## src/rtl/demux4_buf.sv

```systemverilog
// -----------------------------------------------------------------------------
// demux4_buf
//
// One-to-four demultiplexer with a single-word output buffer per channel.
// An incoming word is steered to one of four channels, either by the explicit
// sel input or by an internal round-robin pointer (auto_mode=1). Each channel
// holds its word until the downstream consumer takes it via z_ready, and an
// 8-bit delivered-word counter per channel tracks how many words were taken.
//
// Ports
//   clk        in   1      rising-edge clock
//   rst_n      in   1      asynchronous active-low reset
//   d          in   WIDTH  input data word
//   sel        in   2      destination channel when auto_mode=0
//   auto_mode  in   1      1 = round-robin destination, sel ignored
//   in_valid   in   1      d/sel valid this cycle
//   in_ready   out  1      block accepts d this cycle
//   z0..z3     out  WIDTH  channel data registers
//   z_valid    out  4      bit k = channel k holds undelivered data
//   z_ready    in   4      bit k = channel k consumer takes data
//   rr_ptr     out  2      next round-robin destination
//   cnt        out  32     delivered-word counters, cnt[8k+7:8k] = channel k
// -----------------------------------------------------------------------------
module demux4_buf #(
    parameter int WIDTH = 1
) (
    input  logic             clk,
    input  logic             rst_n,
    input  logic [WIDTH-1:0] d,
    input  logic [1:0]       sel,
    input  logic             auto_mode,
    input  logic             in_valid,
    output logic             in_ready,
    output logic [WIDTH-1:0] z0,
    output logic [WIDTH-1:0] z1,
    output logic [WIDTH-1:0] z2,
    output logic [WIDTH-1:0] z3,
    output logic [3:0]       z_valid,
    input  logic [3:0]       z_ready,
    output logic [1:0]       rr_ptr,
    output logic [31:0]      cnt
);

    // Round-robin advance; natural 2-bit wrap gives 3 -> 0.
    function automatic logic [1:0] rr_next(input logic [1:0] cur);
        return cur + 2'd1;
    endfunction

    // Delivered-word counter advance; wraps 255 -> 0, never saturates.
    function automatic logic [7:0] cnt_next(input logic [7:0] cur);
        return cur + 8'd1;
    endfunction

    logic [WIDTH-1:0] data_p1 [4];
    logic [3:0]       vld_p1;
    logic [7:0]       cnt_p1  [4];
    logic [1:0]       rr_p1;

    logic [1:0]       target;
    logic             accept;
    logic [3:0]       load;
    logic [3:0]       drain;

    // Input steering and handshake (combinational)
    assign target   = auto_mode ? rr_p1 : sel;
    // A full target channel can still take a word if it is being drained in
    // the same cycle, so there is no bubble under continuous flow.
    assign in_ready = !vld_p1[target] | z_ready[target];
    assign accept   = in_valid & in_ready;

    always_comb begin
        load  = '0;
        drain = '0;
        for (int k = 0; k < 4; k++) begin
            load[k]  = accept && (target == 2'(k));
            drain[k] = vld_p1[k] & z_ready[k];
        end
    end

    // Channel data registers: only overwritten by a load, so the last word
    // stays visible after it has been delivered.
    always_ff @(posedge clk or negedge rst_n) begin
        if (!rst_n) begin
            for (int k = 0; k < 4; k++) begin
                data_p1[k] <= '0;
            end
        end else begin
            for (int k = 0; k < 4; k++) begin
                if (load[k]) begin
                    data_p1[k] <= d;
                end
            end
        end
    end

    // Channel valid flags: a load wins over a drain in the same cycle, which
    // keeps the flag set for the freshly loaded word.
    always_ff @(posedge clk or negedge rst_n) begin
        if (!rst_n) begin
            vld_p1 <= '0;
        end else begin
            for (int k = 0; k < 4; k++) begin
                if (load[k]) begin
                    vld_p1[k] <= 1'b1;
                end else if (drain[k]) begin
                    vld_p1[k] <= 1'b0;
                end
            end
        end
    end

    // Round-robin pointer: only moves on an accepted word in auto mode, so
    // switching back into auto mode resumes from where it left off.
    always_ff @(posedge clk or negedge rst_n) begin
        if (!rst_n) begin
            rr_p1 <= '0;
        end else if (accept && auto_mode) begin
            rr_p1 <= rr_next(rr_p1);
        end
    end

    // Delivered-word counters, one per channel, independent of each other.
    always_ff @(posedge clk or negedge rst_n) begin
        if (!rst_n) begin
            for (int k = 0; k < 4; k++) begin
                cnt_p1[k] <= '0;
            end
        end else begin
            for (int k = 0; k < 4; k++) begin
                if (drain[k]) begin
                    cnt_p1[k] <= cnt_next(cnt_p1[k]);
                end
            end
        end
    end

    // Output mapping
    assign z0      = data_p1[0];
    assign z1      = data_p1[1];
    assign z2      = data_p1[2];
    assign z3      = data_p1[3];
    assign z_valid = vld_p1;
    assign rr_ptr  = rr_p1;
    assign cnt     = {cnt_p1[3], cnt_p1[2], cnt_p1[1], cnt_p1[0]};

endmodule

```

## config.mk

```make
export PLATFORM = sky130hd
export DESIGN_NAME = demux4_buf
export DESIGN_NICKNAME = d
export VERILOG_FILES = /design/src/rtl/demux4_buf.sv
export SDC_FILE = /design/constraint.sdc
export NUM_CORES = 1
export LEC_CHECK = 0
export CORE_ASPECT_RATIO = 0.7
export CORE_MARGIN = 2
export CORE_UTILIZATION = 44
export CTS_BUF_LIST = sky130_fd_sc_hd__clkbuf_4
export DETAILED_ROUTE_END_ITERATION = 10
export HOLD_SLACK_MARGIN = 0.12
export MAX_ROUTING_LAYER = met4
export PLACE_DENSITY = 0.78
export SLEW_MARGIN = 20
export SYNTH_ARGS = -nofsm -noshare
export SYNTH_HDL_FRONTEND = slang
export SYNTH_SLANG_ARGS = --single-unit
```

## constraint.sdc

```tcl
create_clock -name clk -period 1.2 [get_ports clk]
set_input_delay 0.12 -clock clk [delete_from_list [all_inputs] [get_ports clk]]
set_output_delay 0.12 -clock clk [all_outputs]
set_load 0.02 [all_outputs]
```

==> flow_results.xml, run 1 <==
<?xml version="1.0" encoding="UTF-8"?>
<metrics>
  <group name="status">
    <metric name="status" unit="">complete, but fails checks</metric>
    <metric name="failing_checks" unit="">setup timing</metric>
  </group>
  <group name="critical_path">
    <metric name="worst-setup-path-type" unit="">reg -&gt; out</metric>
    <metric name="cell_family_with_the_largest_share_of_critical_path_delay" unit="">multiplexers</metric>
    <metric name="cp_data_arrival_time" unit="ns">1.60</metric>
    <metric name="timing.critical_path.from_type" unit="">flop</metric>
    <metric name="highest_fanout_seen_on_the_critical_path" unit="">3</metric>
    <metric name="critical-path-slowest-cell" unit="">sky130_fd_sc_hd__dfrtp_2</metric>
    <metric name="cp_bufs_invs" unit="">1</metric>
    <metric name="cp_capture_type" unit="">output pin</metric>
    <metric name="worst_path_largest_cell_delay" unit="ns">0.44</metric>
    <metric name="crit_required" unit="ns">1.08</metric>
    <metric name="path_cells" unit="">mux2i_4 -&gt; mux2_4 -&gt; nand2_2 -&gt; o21ai_2 -&gt; buf_6</metric>
  </group>
  <group name="run">
    <metric name="drv_cap" unit="">0</metric>
  </group>
  <group name="logic_synthesis">
    <metric name="yosys.cell_types.count" unit="">27</metric>
    <metric name="postSynthNetCount" unit="">172</metric>
    <metric name="ys_seq_elements" unit="">42</metric>
    <metric name="yosys_warnings" unit="">0</metric>
    <metric name="post_synth_instance_area" unit="sq um">1890</metric>
    <metric name="gate_count_after_technology_mapping" unit="">157</metric>
    <metric name="yosysSeqAreaShare" unit="%">55.6</metric>
    <metric name="syn_area_per_cell" unit="sq um">12.0</metric>
  </group>
  <group name="global_route">
    <metric name="grt_start_max_net_pins" unit="">29</metric>
    <metric name="grt_first_pass_wirelength" unit="um">7690</metric>
    <metric name="gr-usage-all-layers" unit="%">22.5</metric>
    <metric name="first_global_vias" unit="">1604</metric>
    <metric name="grt-ovfl-total" unit="">0</metric>
    <metric name="grt_antenna_before_repair" unit="">0</metric>
  </group>
  <group name="timing">
    <metric name="hold_viol_final" unit="">0</metric>
    <metric name="period_needed" unit="ns">1.72</metric>
    <metric name="clock_skew" unit="ns">0.00901</metric>
    <metric name="setup_viol" unit="">12</metric>
    <metric name="maxSlewViolCount" unit="">0</metric>
    <metric name="rsz_0062_raised_after_global_routing" unit="">true</metric>
    <metric name="max-slew-margin-rel" unit="%">75.5</metric>
    <metric name="final.setup.worst_slack" unit="ns">-0.516</metric>
    <metric name="max_slew.worst_pin.slew" unit="ns">0.368</metric>
    <metric name="max_freq" unit="MHz">583</metric>
    <metric name="fin_crit_sh" unit="%">143</metric>
  </group>
  <group name="floorplan">
    <metric name="die_w" unit="um">82.3</metric>
    <metric name="design.core.area" unit="sq um">4020</metric>
    <metric name="floorplan.io_pins" unit="">54</metric>
    <metric name="design.die.area" unit="sq um">4850</metric>
    <metric name="rows" unit="">19</metric>
    <metric name="initial_utilization" unit="%">47.1</metric>
    <metric name="die-height" unit="um">58.8</metric>
  </group>
  <group name="cells_and_area">
    <metric name="antenna-diode-count" unit="">0</metric>
    <metric name="area_delta_synth_final" unit="%">65.4</metric>
    <metric name="finish.net_count" unit="">297</metric>
    <metric name="final_core_utilization" unit="%">77.8</metric>
    <metric name="drive_above_1_share" unit="%">58.7</metric>
  </group>
  <group name="detailed_routing">
    <metric name="routed_via_density" unit="">4.96</metric>
    <metric name="remaining_drc_errors" unit="">0</metric>
    <metric name="drt.antenna.violating_nets" unit="">0</metric>
    <metric name="num_vias" unit="">1662</metric>
    <metric name="post_drt_wl_per_cell" unit="um">15.5</metric>
    <metric name="count_of_tritonroute_iterations_in_the_first_routing_pass" unit="">4</metric>
    <metric name="postRouteWirelength" unit="um">5180</metric>
    <metric name="drt_iter0_markers" unit="">79</metric>
  </group>
  <group name="clocking">
    <metric name="clk_transition_reported_paths" unit="ns">0.12</metric>
    <metric name="tritoncts_buffers" unit="">5</metric>
    <metric name="clockBufferDepth" unit="">2</metric>
    <metric name="worstSkewPairLatency" unit="ns">0.36</metric>
    <metric name="tritoncts" unit="">yes</metric>
    <metric name="clock_tree.root_cell" unit="">sky130_fd_sc_hd__clkbuf_4</metric>
    <metric name="cts.htree.levels" unit="">2</metric>
    <metric name="cts.sinks" unit="">42</metric>
  </group>
  <group name="power_and_ir_drop">
    <metric name="cellLeakagePower" unit="nW">1.53</metric>
    <metric name="pwr_density_cell" unit="nW/um^2">1950</metric>
    <metric name="comb_power_share" unit="%">52.8</metric>
    <metric name="power.switching_fraction" unit="%">38.9</metric>
    <metric name="sequentialPowerShare" unit="%">36.0</metric>
    <metric name="largest_voltage_drop_on_the_vdd_net" unit="V">0.00136</metric>
    <metric name="total_switching_power" unit="W">0.00237</metric>
    <metric name="p_int" unit="W">0.00372</metric>
    <metric name="clkPwrFrac" unit="%">11.2</metric>
  </group>
  <group name="placed_design">
    <metric name="gp_routability_congestion" unit="">0.808</metric>
    <metric name="hpwlAfterDp" unit="um">3440</metric>
    <metric name="port_buffers" unit="">53</metric>
    <metric name="dpl_worst_slack" unit="ns">-0.885</metric>
  </group>
  <group name="min_path">
    <metric name="hold_path.class" unit="">in -&gt; async</metric>
  </group>
</metrics>
## layout by cell type (no fill, tap or decap), types with 2 or more instances in the layout
master	instances
sky130_fd_sc_hd__o21ai_2	2
sky130_fd_sc_hd__clkinv_1	3
sky130_fd_sc_hd__xnor2_1	18
sky130_fd_sc_hd__buf_4	56
sky130_fd_sc_hd__mux2_2	3
sky130_fd_sc_hd__xor2_1	8
sky130_fd_sc_hd__nand4_1	8
sky130_fd_sc_hd__nor2_2	2
sky130_fd_sc_hd__nand2_1	14
sky130_fd_sc_hd__dfrtp_1	26
sky130_fd_sc_hd__clkbuf_2	8
sky130_fd_sc_hd__clkbuf_4	5
sky130_fd_sc_hd__mux2_4	6
sky130_fd_sc_hd__o21ai_0	4
sky130_fd_sc_hd__clkdlybuf4s15_2	12
sky130_fd_sc_hd__clkdlybuf4s50_1	8
sky130_fd_sc_hd__and3_4	2
sky130_fd_sc_hd__buf_6	17
sky130_fd_sc_hd__nand3_2	3
sky130_fd_sc_hd__nand3_1	11
sky130_fd_sc_hd__nor2_1	4
sky130_fd_sc_hd__mux2i_4	2
sky130_fd_sc_hd__ha_1	3
sky130_fd_sc_hd__xnor2_2	2
sky130_fd_sc_hd__nand2b_1	4
sky130_fd_sc_hd__nand2_2	2
sky130_fd_sc_hd__dfrtp_2	16
sky130_fd_sc_hd__buf_2	17
## Yosys cell counts
| master | count | area (sq um) |
|---|---|---|
| sky130_fd_sc_hd__dfrtp_1 | 42 | 1050 |
| sky130_fd_sc_hd__xnor2_1 | 20 | 175 |
| sky130_fd_sc_hd__nand2_1 | 17 | 63.8 |
| sky130_fd_sc_hd__nand3_1 | 15 | 75.1 |
| sky130_fd_sc_hd__mux2_2 | 8 | 90.1 |
| sky130_fd_sc_hd__nand4_1 | 8 | 50.1 |
| sky130_fd_sc_hd__xor2_1 | 8 | 70.1 |
| sky130_fd_sc_hd__nor2_1 | 7 | 26.3 |
| sky130_fd_sc_hd__o21ai_0 | 5 | 25.0 |
| sky130_fd_sc_hd__ha_1 | 4 | 50.1 |
| sky130_fd_sc_hd__nand2b_1 | 4 | 25.0 |
| sky130_fd_sc_hd__and3_1 | 3 | 18.8 |
| sky130_fd_sc_hd__mux2i_4 | 2 | 45.0 |
| sky130_fd_sc_hd__and2_1 | 1 | 6.26 |
| sky130_fd_sc_hd__buf_6 | 1 | 11.3 |
| sky130_fd_sc_hd__clkbuf_1 | 1 | 3.75 |
| sky130_fd_sc_hd__clkbuf_8 | 1 | 13.8 |
| sky130_fd_sc_hd__inv_1 | 1 | 3.75 |
| sky130_fd_sc_hd__mux2_4 | 1 | 15.0 |
| sky130_fd_sc_hd__mux2i_1 | 1 | 10.0 |
| sky130_fd_sc_hd__nand2b_4 | 1 | 13.8 |
| sky130_fd_sc_hd__nand4b_1 | 1 | 8.76 |
| sky130_fd_sc_hd__nor2b_2 | 1 | 8.76 |
| sky130_fd_sc_hd__nor3_1 | 1 | 5.00 |
| sky130_fd_sc_hd__nor3b_2 | 1 | 12.5 |
| sky130_fd_sc_hd__o21ai_1 | 1 | 5.00 |
| sky130_fd_sc_hd__or4_1 | 1 | 7.51 |
## worst paths after layout
kind | startpoint | slack [ns] | end | depth (start not counted)
max reg2reg | rr_ptr[1] | -0.37 | rr_ptr[0] | 7
max in group asynchronous | rst_n | 0.52 | cnt[18] | 3
min | rst_n | 0.20 | cnt[11] | 2
min in group clk | auto_mode | 0.36 | rr_ptr[0] | 4
min reg2reg | cnt[31] | 0.48 | cnt[31] | 1
max | rr_ptr[1] | -0.52 | in_ready | 5
## through the flow
stage	instances	total power [W]	hold slack (ns)	setup TNS [ns]	instance area [sq um]
CTS	319	0.00589	0.192	-1.87	3020
detailed placement	299	0.00513	0.0511	-9.13	2820
global placement	299	0.00502	0.0460	-7.85	2820
global route	335	0.00643	0.214	-2.98	3130
floorplan	157	0.00356	-0.176	-0.721	1940
finish	335	0.00609	0.197	-2.21	3130
## sequential cells by signal, indices dropped and copies added, names as in the netlist
signal	flops
z3	1
z1	1
z_valid	4
rr_ptr	2
cnt	32
z0	1
z2	1
## what timing repair did
| item | in CTS | in global routing |
|---|---|---|
| pin swaps | 4 | 5 |
| gates resized for setup | 161 | 38 |
| endpoints found under the setup margin | 54 | 53 |
| hold buffers | 1 | 0 |
| setup buffers | 11 | 16 |
| hold endpoints to repair | 42 | 0 |
## routing by layer
metal  wire length [um]  track usage, %
met2               2490            33.3
met5                  0               -
met4                 96            11.7
met3                275            5.52
met1               2320            28.8
## cell type report
type / instances / area, sq um
clock buffer: 5 / 37.5
clock inverter: 3 / 11.3
fill: 258 / 891
inverter: 1 / 3.75
multi-input combinational: 111 / 947
sequential: 42 / 1070
tap: 52 / 65.1
timing repair buffer: 121 / 991
## power groups by stage
stage                     Sequential, W  Combinational, W  Clock [W]
after floorplan                 0.00281          0.000749          0
after detailed placement        0.00225           0.00287          0
after global placement          0.00222           0.00280          0
final                           0.00219           0.00321   0.000679
after CTS                       0.00220           0.00299   0.000698
after global routing            0.00225           0.00343   0.000753
## worst reg2reg max path, cell delays in order (launching register included)
cell	delay [ns]
sky130_fd_sc_hd__dfrtp_2	0.44
sky130_fd_sc_hd__mux2i_4	0.20
sky130_fd_sc_hd__mux2_4	0.34
sky130_fd_sc_hd__buf_4	0.14
sky130_fd_sc_hd__buf_6	0.10
sky130_fd_sc_hd__buf_4	0.12
sky130_fd_sc_hd__nand3_2	0.05
sky130_fd_sc_hd__o21ai_2	0.05
## cells by family after synthesis
| kind of cell | Yosys count | synth area share, % |
|---|---|---|
| buf+inv | 4 | 1.72 |
| fa+ha+maj | 4 | 2.65 |
| mux | 12 | 8.47 |
| flops | 42 | 55.6 |
| compound gates | 6 | 1.59 |
| xor+xnor | 28 | 13.0 |
| simple gates | 61 | 17.0 |
(Power assumes the default switching activity.)
==> run 2, diff against run 1 <==
Settings changed: CORE_MARGIN 2 to 8.
==> flow_results.xml, run 2 (synthesis gave the netlist of run 1 again) <==
<?xml version="1.0" encoding="UTF-8"?>
<metrics>
  <group name="power_and_ir_drop">
    <metric name="power.switching_fraction" unit="%">38.1</metric>
    <metric name="comb_power_share" unit="%">51.5</metric>
    <metric name="pwr_density_cell" unit="nW/um^2">1950</metric>
    <metric name="total_switching_power" unit="W">0.00230</metric>
    <metric name="p_int" unit="W">0.00373</metric>
    <metric name="largest_voltage_drop_on_the_vdd_net" unit="V">0.00117</metric>
    <metric name="sequentialPowerShare" unit="%">36.9</metric>
    <metric name="clkPwrFrac" unit="%">11.6</metric>
    <metric name="cellLeakagePower" unit="nW">1.48</metric>
    <metric name="power.total" unit="W">0.00603</metric>
  </group>
  <group name="floorplan">
    <metric name="design.core.area" unit="sq um">4230</metric>
    <metric name="rows" unit="">20</metric>
    <metric name="die_w" unit="um">94.3</metric>
    <metric name="design.die.area" unit="sq um">6680</metric>
    <metric name="floorplan.io_pins" unit="">54</metric>
    <metric name="die-height" unit="um">70.8</metric>
    <metric name="initial_utilization" unit="%">44.7</metric>
  </group>
  <group name="clocking">
    <metric name="clockBufferDepth" unit="">2</metric>
    <metric name="cts.sinks" unit="">42</metric>
    <metric name="tritoncts_buffers" unit="">5</metric>
    <metric name="cts.htree.levels" unit="">2</metric>
    <metric name="clock_tree.root_cell" unit="">sky130_fd_sc_hd__clkbuf_4</metric>
    <metric name="tritoncts" unit="">yes</metric>
    <metric name="worstSkewPairLatency" unit="ns">0.34</metric>
    <metric name="clk_transition_reported_paths" unit="ns">0.12</metric>
  </group>
  <group name="global_route">
    <metric name="first_global_vias" unit="">1567</metric>
    <metric name="grt_first_pass_wirelength" unit="um">7570</metric>
    <metric name="grt-ovfl-total" unit="">0</metric>
    <metric name="gr-usage-all-layers" unit="%">14.7</metric>
    <metric name="grt_start_max_net_pins" unit="">43</metric>
    <metric name="grt_antenna_before_repair" unit="">0</metric>
  </group>
  <group name="critical_path">
    <metric name="timing.critical_path.from_type" unit="">flop</metric>
    <metric name="cp_data_arrival_time" unit="ns">1.57</metric>
    <metric name="critical-path-slowest-cell" unit="">sky130_fd_sc_hd__dfrtp_2</metric>
    <metric name="path_cells" unit="">mux2i_4 -&gt; mux2_4 -&gt; nand2_2 -&gt; o21ai_2 -&gt; buf_6</metric>
    <metric name="cp_capture_type" unit="">output pin</metric>
    <metric name="crit_required" unit="ns">1.08</metric>
    <metric name="worst-setup-path-type" unit="">reg -&gt; out</metric>
    <metric name="worst_path_largest_cell_delay" unit="ns">0.45</metric>
    <metric name="highest_fanout_seen_on_the_critical_path" unit="">3</metric>
  </group>
  <group name="timing">
    <metric name="hold_viol_final" unit="">0</metric>
    <metric name="fin_crit_sh" unit="%">141</metric>
    <metric name="final.setup.worst_slack" unit="ns">-0.494</metric>
    <metric name="period_needed" unit="ns">1.69</metric>
    <metric name="maxSlewViolCount" unit="">0</metric>
    <metric name="max-slew-margin-rel" unit="%">84.5</metric>
    <metric name="rsz_0062_raised_after_global_routing" unit="">true</metric>
    <metric name="max_freq" unit="MHz">590</metric>
    <metric name="max_slew.worst_pin.slew" unit="ns">0.225</metric>
    <metric name="clock_skew" unit="ns">0.0188</metric>
    <metric name="fin_tns_setup" unit="ns">-2.17</metric>
    <metric name="setup_viol" unit="">12</metric>
  </group>
  <group name="detailed_routing">
    <metric name="drt_iter0_markers" unit="">26</metric>
    <metric name="drt.antenna.violating_nets" unit="">0</metric>
    <metric name="post_drt_wl_per_cell" unit="um">14.6</metric>
    <metric name="postRouteWirelength" unit="um">4850</metric>
    <metric name="routed_via_density" unit="">4.78</metric>
    <metric name="count_of_tritonroute_iterations_in_the_first_routing_pass" unit="">4</metric>
    <metric name="num_vias" unit="">1587</metric>
    <metric name="remaining_drc_errors" unit="">0</metric>
  </group>
  <group name="cells_and_area">
    <metric name="area_delta_synth_final" unit="%">63.5</metric>
    <metric name="antenna-diode-count" unit="">0</metric>
    <metric name="fillCellCount" unit="">295</metric>
    <metric name="finish.net_count" unit="">291</metric>
    <metric name="top_library_cells_by_usage_in_the_layout_fill_and_taps_aside" unit="">sky130_fd_sc_hd__buf_4 (47), sky130_fd_sc_hd__dfrtp_1 (26), sky130_fd_sc_hd__xnor2_1 (20), sky130_fd_sc_hd__buf_6 (20)</metric>
    <metric name="multiInputGateArea" unit="sq um">945</metric>
    <metric name="layout.cells.most_common" unit="">sky130_fd_sc_hd__buf_4</metric>
    <metric name="final_core_utilization" unit="%">73.1</metric>
    <metric name="layout.area.seq" unit="sq um">1070</metric>
    <metric name="largest_register_ffs" unit="">32</metric>
    <metric name="drive_above_1_share" unit="%">56.7</metric>
  </group>
  <group name="placed_design">
    <metric name="hpwlAfterDp" unit="um">3310</metric>
    <metric name="port_buffers" unit="">53</metric>
    <metric name="gp_routability_congestion" unit="">0.795</metric>
  </group>
  <group name="status">
    <metric name="status" unit="">complete, but fails checks</metric>
    <metric name="failing_checks" unit="">setup timing</metric>
  </group>
  <group name="run">
    <metric name="drv_cap" unit="">0</metric>
  </group>
  <group name="min_path">
    <metric name="hold_path.class" unit="">in -&gt; async</metric>
  </group>
</metrics>
run 2: power by group through the flow:
stage	Clock (W)	Sequential [W]	Combinational [W]
6_report	0.000699	0.00223	0.00311
5_1_grt	0.000784	0.00228	0.00334
4_1_cts	0.000719	0.00223	0.00292
3_5_place_dp	0	0.00224	0.00289
3_3_place_gp	0	0.00224	0.00285
2_1_floorplan	0	0.00281	0.000749
run 2: worst paths after layout:
kind                           start  cells after the start  slack (ns)          to
max                        rr_ptr[1]                      5       -0.49    in_ready
min                            rst_n                      3        0.32  z_valid[1]
max reg2reg                rr_ptr[1]                      6       -0.34          z3
min reg2reg                   cnt[7]                      1        0.47      cnt[7]
max in group asynchronous      rst_n                      3        0.66     cnt[25]
min in group clk           auto_mode                      4        0.34   rr_ptr[0]
run 2: worst max-delay path: cells and delay by family, from the launching register on:
family,cells,cell delay (ns)
buf+inv,1,0.13
mux,2,0.54
compound gates,1,0.05
simple gates,1,0.06
flops,1,0.45
run 2: through the flow:
step	area, sq um	hold slack (ns)	cells	worst slack [ns]
floorplan	1940	-0.176	157	-0.161
finish	3090	0.319	332	-0.494
detailed placement	2840	0.109	305	-0.878
global route	3090	0.308	332	-0.571
global placement	2840	0.112	305	-0.850
CTS	3020	0.276	318	-0.498
run 2: area by class of cell:
cell class              count  area share [%]
inverters                   1           0.121
multi-input cells         111            30.6
clock buffers               7            1.70
flip-flops and latches     42            34.6
well taps                  55            2.23
clock inverters             1           0.121
repair buffers            115            30.6
run 2: timing repair:
action                                 4_1_cts  5_1_grt
pin swaps                                    3        8
setup buffers                                4       16
gates resized for setup                    132       58
setup endpoints to repair                   56       61
endpoints found under the hold margin       42        0
hold buffers                                 1        0
run 2: metal layers:
metal / GRT usage [%] / vias to the layer above / part of all wire, %
met4: 5.78 / 0 / 2.3
met5: - / - / 0
met3: 4.44 / 11 / 5.4
met2: 22.3 / 36 / 46
li1: - / 775 / -
met1: 18.0 / 765 / 46
==> run 3, diff against run 2 <==
Settings changed: ABC_AREA from default to 1, CORE_UTILIZATION 44 to 45, PLACE_DENSITY 0.78 to 0.79.
==> flow_results.xml, run 3 <==
<?xml version="1.0" encoding="UTF-8"?>
<metrics>
  <group name="status">
    <metric name="status" unit="">complete, but fails checks</metric>
    <metric name="failing_checks" unit="">setup timing</metric>
  </group>
  <group name="floorplan">
    <metric name="initial_utilization" unit="%">45.9</metric>
    <metric name="die_w" unit="um">94.9</metric>
    <metric name="design.core.area" unit="sq um">4280</metric>
    <metric name="die-height" unit="um">71.3</metric>
    <metric name="rows" unit="">20</metric>
    <metric name="design.die.area" unit="sq um">6770</metric>
    <metric name="floorplan.io_pins" unit="">54</metric>
  </group>
  <group name="logic_synthesis">
    <metric name="yosys_warnings" unit="">0</metric>
    <metric name="yosys.area.top_type" unit="">sky130_fd_sc_hd__dfrtp_1</metric>
    <metric name="yosysSeqAreaShare" unit="%">53.5</metric>
    <metric name="synth_area_leaders" unit="">sky130_fd_sc_hd__dfrtp_1 (54%), sky130_fd_sc_hd__nand2_1 (9.6%), sky130_fd_sc_hd__xor2_1 (9.4%)</metric>
    <metric name="ys_seq_elements" unit="">42</metric>
    <metric name="synth_top_flop_cell" unit="">sky130_fd_sc_hd__dfrtp_1</metric>
    <metric name="gate_count_after_technology_mapping" unit="">206</metric>
    <metric name="yosys.cell_types.count" unit="">19</metric>
    <metric name="synth_edf_count" unit="">0</metric>
    <metric name="synth.top_cells.by_count" unit="">sky130_fd_sc_hd__nand2_1 (50), sky130_fd_sc_hd__dfrtp_1 (42), sky130_fd_sc_hd__inv_1 (30), sky130_fd_sc_hd__xor2_1 (21), sky130_fd_sc_hd__nand3_1 (12)</metric>
    <metric name="synthArstFlopShare" unit="%">100</metric>
    <metric name="postSynthNetCount" unit="">221</metric>
    <metric name="post_synth_instance_area" unit="sq um">1960</metric>
    <metric name="syn_area_per_cell" unit="sq um">9.53</metric>
    <metric name="yosys.cell_count.top_type" unit="">sky130_fd_sc_hd__nand2_1</metric>
    <metric name="synth.top_cell.area_share" unit="%">53.5</metric>
  </group>
  <group name="clocking">
    <metric name="worstSkewPairLatency" unit="ns">0.36</metric>
    <metric name="tritoncts" unit="">yes</metric>
    <metric name="cts.sinks" unit="">42</metric>
    <metric name="clock_tree.root_cell" unit="">sky130_fd_sc_hd__clkbuf_4</metric>
    <metric name="clockBufferDepth" unit="">2</metric>
    <metric name="clk_transition_reported_paths" unit="ns">0.13</metric>
    <metric name="cts.htree.levels" unit="">2</metric>
    <metric name="tritoncts_buffers" unit="">5</metric>
  </group>
  <group name="detailed_routing">
    <metric name="routed_via_density" unit="">4.72</metric>
    <metric name="postRouteWirelength" unit="um">5200</metric>
    <metric name="remaining_drc_errors" unit="">0</metric>
    <metric name="post_drt_wl_per_cell" unit="um">13.9</metric>
    <metric name="drt.antenna.violating_nets" unit="">0</metric>
    <metric name="drt_iter0_markers" unit="">55</metric>
    <metric name="count_of_tritonroute_iterations_in_the_first_routing_pass" unit="">4</metric>
    <metric name="num_vias" unit="">1759</metric>
  </group>
  <group name="timing">
    <metric name="maxSlewViolCount" unit="">0</metric>
    <metric name="setup_viol" unit="">15</metric>
    <metric name="hold_viol_final" unit="">0</metric>
    <metric name="fin_tns_setup" unit="ns">-3.71</metric>
    <metric name="rsz_0062_raised_after_global_routing" unit="">true</metric>
    <metric name="period_needed" unit="ns">1.60</metric>
    <metric name="max-slew-margin-rel" unit="%">84.3</metric>
    <metric name="max_slew.worst_pin.slew" unit="ns">0.235</metric>
    <metric name="max_freq" unit="MHz">625</metric>
    <metric name="clock_skew" unit="ns">0.00838</metric>
    <metric name="final.setup.worst_slack" unit="ns">-0.399</metric>
    <metric name="fin_crit_sh" unit="%">133</metric>
  </group>
  <group name="cells_and_area">
    <metric name="multiInputGateArea" unit="sq um">973</metric>
    <metric name="postLayoutCellArea" unit="sq um">3170</metric>
    <metric name="antenna-diode-count" unit="">0</metric>
    <metric name="largest_register_ffs" unit="">32</metric>
    <metric name="layout.area.seq" unit="sq um">1070</metric>
    <metric name="top_library_cells_by_usage_in_the_layout_fill_and_taps_aside" unit="">sky130_fd_sc_hd__buf_4 (43), sky130_fd_sc_hd__nand2_1 (37), sky130_fd_sc_hd__dfrtp_1 (26)</metric>
    <metric name="drive_above_1_share" unit="%">51.9</metric>
    <metric name="layout.cells.most_common" unit="">sky130_fd_sc_hd__buf_4</metric>
    <metric name="finalNonFillerCells" unit="">373</metric>
    <metric name="finish.net_count" unit="">332</metric>
    <metric name="area_delta_synth_final" unit="%">61.2</metric>
    <metric name="fillCellCount" unit="">314</metric>
  </group>
  <group name="critical_path">
    <metric name="timing.critical_path.from_type" unit="">flop</metric>
    <metric name="worst-setup-path-type" unit="">reg -&gt; out</metric>
    <metric name="worst_path_largest_cell_delay" unit="ns">0.45</metric>
    <metric name="cell_family_with_the_largest_share_of_critical_path_delay" unit="">flip-flops</metric>
    <metric name="crit_required" unit="ns">1.08</metric>
    <metric name="cp_capture_type" unit="">output pin</metric>
    <metric name="highest_fanout_seen_on_the_critical_path" unit="">7</metric>
    <metric name="cp_bufs_invs" unit="">1</metric>
    <metric name="path_cells" unit="">nand2_4 -&gt; nand2_4 -&gt; o21ai_1 -&gt; nand2_1 -&gt; nand2_1 -&gt; nand2_2 -&gt; buf_6</metric>
    <metric name="critical-path-slowest-cell" unit="">sky130_fd_sc_hd__dfrtp_2</metric>
    <metric name="cp_data_arrival_time" unit="ns">1.48</metric>
  </group>
  <group name="global_route">
    <metric name="busiest_layer" unit="">met2</metric>
    <metric name="first_global_vias" unit="">1767</metric>
    <metric name="met2_usage" unit="%">24.7</metric>
    <metric name="grt_start_max_net_pins" unit="">43</metric>
    <metric name="global_route.usage.met3" unit="%">4.91</metric>
    <metric name="grt_antenna_before_repair" unit="">0</metric>
    <metric name="grt_first_pass_wirelength" unit="um">8150</metric>
    <metric name="globalRouteMet1Util" unit="%">19.1</metric>
    <metric name="gr-usage-all-layers" unit="%">15.9</metric>
    <metric name="grt-ovfl-total" unit="">0</metric>
  </group>
  <group name="power_and_ir_drop">
    <metric name="largest_voltage_drop_on_the_vdd_net" unit="V">0.00133</metric>
    <metric name="pwr_density_cell" unit="nW/um^2">2200</metric>
    <metric name="cellLeakagePower" unit="nW">1.65</metric>
  </group>
  <group name="placed_design">
    <metric name="port_buffers" unit="">53</metric>
    <metric name="placed_cells_incl_taps" unit="">348</metric>
    <metric name="gp_routability_congestion" unit="">0.863</metric>
    <metric name="hpwlAfterDp" unit="um">3640</metric>
    <metric name="placed_cell_area" unit="sq um">2900</metric>
  </group>
  <group name="run">
    <metric name="drv_cap" unit="">0</metric>
  </group>
  <group name="min_path">
    <metric name="hold_path.class" unit="">in -&gt; async</metric>
  </group>
</metrics>
-- run 3: worst reg2reg max path, delay by kind of cell (launching register included) --
kind | cells | cell delay, ns
AO/OA/AOI/OAI | 2 | 0.23
buffers and inverters | 2 | 0.27
flip-flops | 1 | 0.45
AND/OR/NAND/NOR | 6 | 0.46
-- run 3: area by class of cell --
cell class | count | area share, %
Multi-Input combinational cell | 132 | 30.8
Timing Repair Buffer | 106 | 27.0
Tap cell | 55 | 2.17
Sequential cell | 42 | 33.8
Inverter | 30 | 3.64
Clock buffer | 7 | 1.66
Clock inverter | 1 | 0.949
-- run 3: per-stage QoR --
stage               setup slack (ns)  power, W  utilization, %  hold slack (ns)
floorplan                     -0.161   0.00405               -           -0.176
global placement              -0.710   0.00576            67.7            0.110
detailed placement            -0.755   0.00589            67.7            0.111
CTS                           -0.355   0.00687            72.9            0.256
global route                  -0.461   0.00741            74.0            0.252
finish                        -0.399   0.00696            74.0            0.244
-- run 3: cells by family after synthesis --
group           count (synthesis)  share of synthesized area, %
simple gates                   91                          21.5
fa+ha+maj                       4                          2.55
compound gates                  6                          1.53
buf+inv                        32                          6.69
xor+xnor                       28                          12.5
flops                          42                          53.5
mux                             3                          1.72
-- run 3: final timing paths --
path / from / to / slack (ns) / cells after the start
max reg2reg: rr_ptr[0] / z_valid[3] / -0.33 / 10
min reg2reg: cnt[15] / cnt[15] / 0.47 / 1
max in group asynchronous: rst_n / cnt[25] / 0.72 / 3
max: rr_ptr[0] / in_ready / -0.40 / 7
min: rst_n / cnt[22] / 0.24 / 3
min in group clk: d / z0 / 0.47 / 3
-- run 3: report_power, final --
| group | switching (W) | internal (W) |
|---|---|---|
| combinational | 0.00202 | 0.00158 |
| clock | 0.000475 | 0.000487 |
| sequential | 0.000420 | 0.00197 |
| total | 0.00291 | 0.00404 |
-- run 3: repair_timing --
action	in CTS	in global routing
gates resized for setup	156	58
gates cloned	1	0
buffers inserted	7	9
endpoints found under the hold margin	42	0
hold buffers	1	0
endpoints found under the setup margin	64	62
pin swaps	7	16
-- run 3: metal layers --
layer	vias to the layer above	routed length, um
met5	-	0
met4	0	61
met3	5	324
met2	50	2470
met1	828	2340
li1	876	-
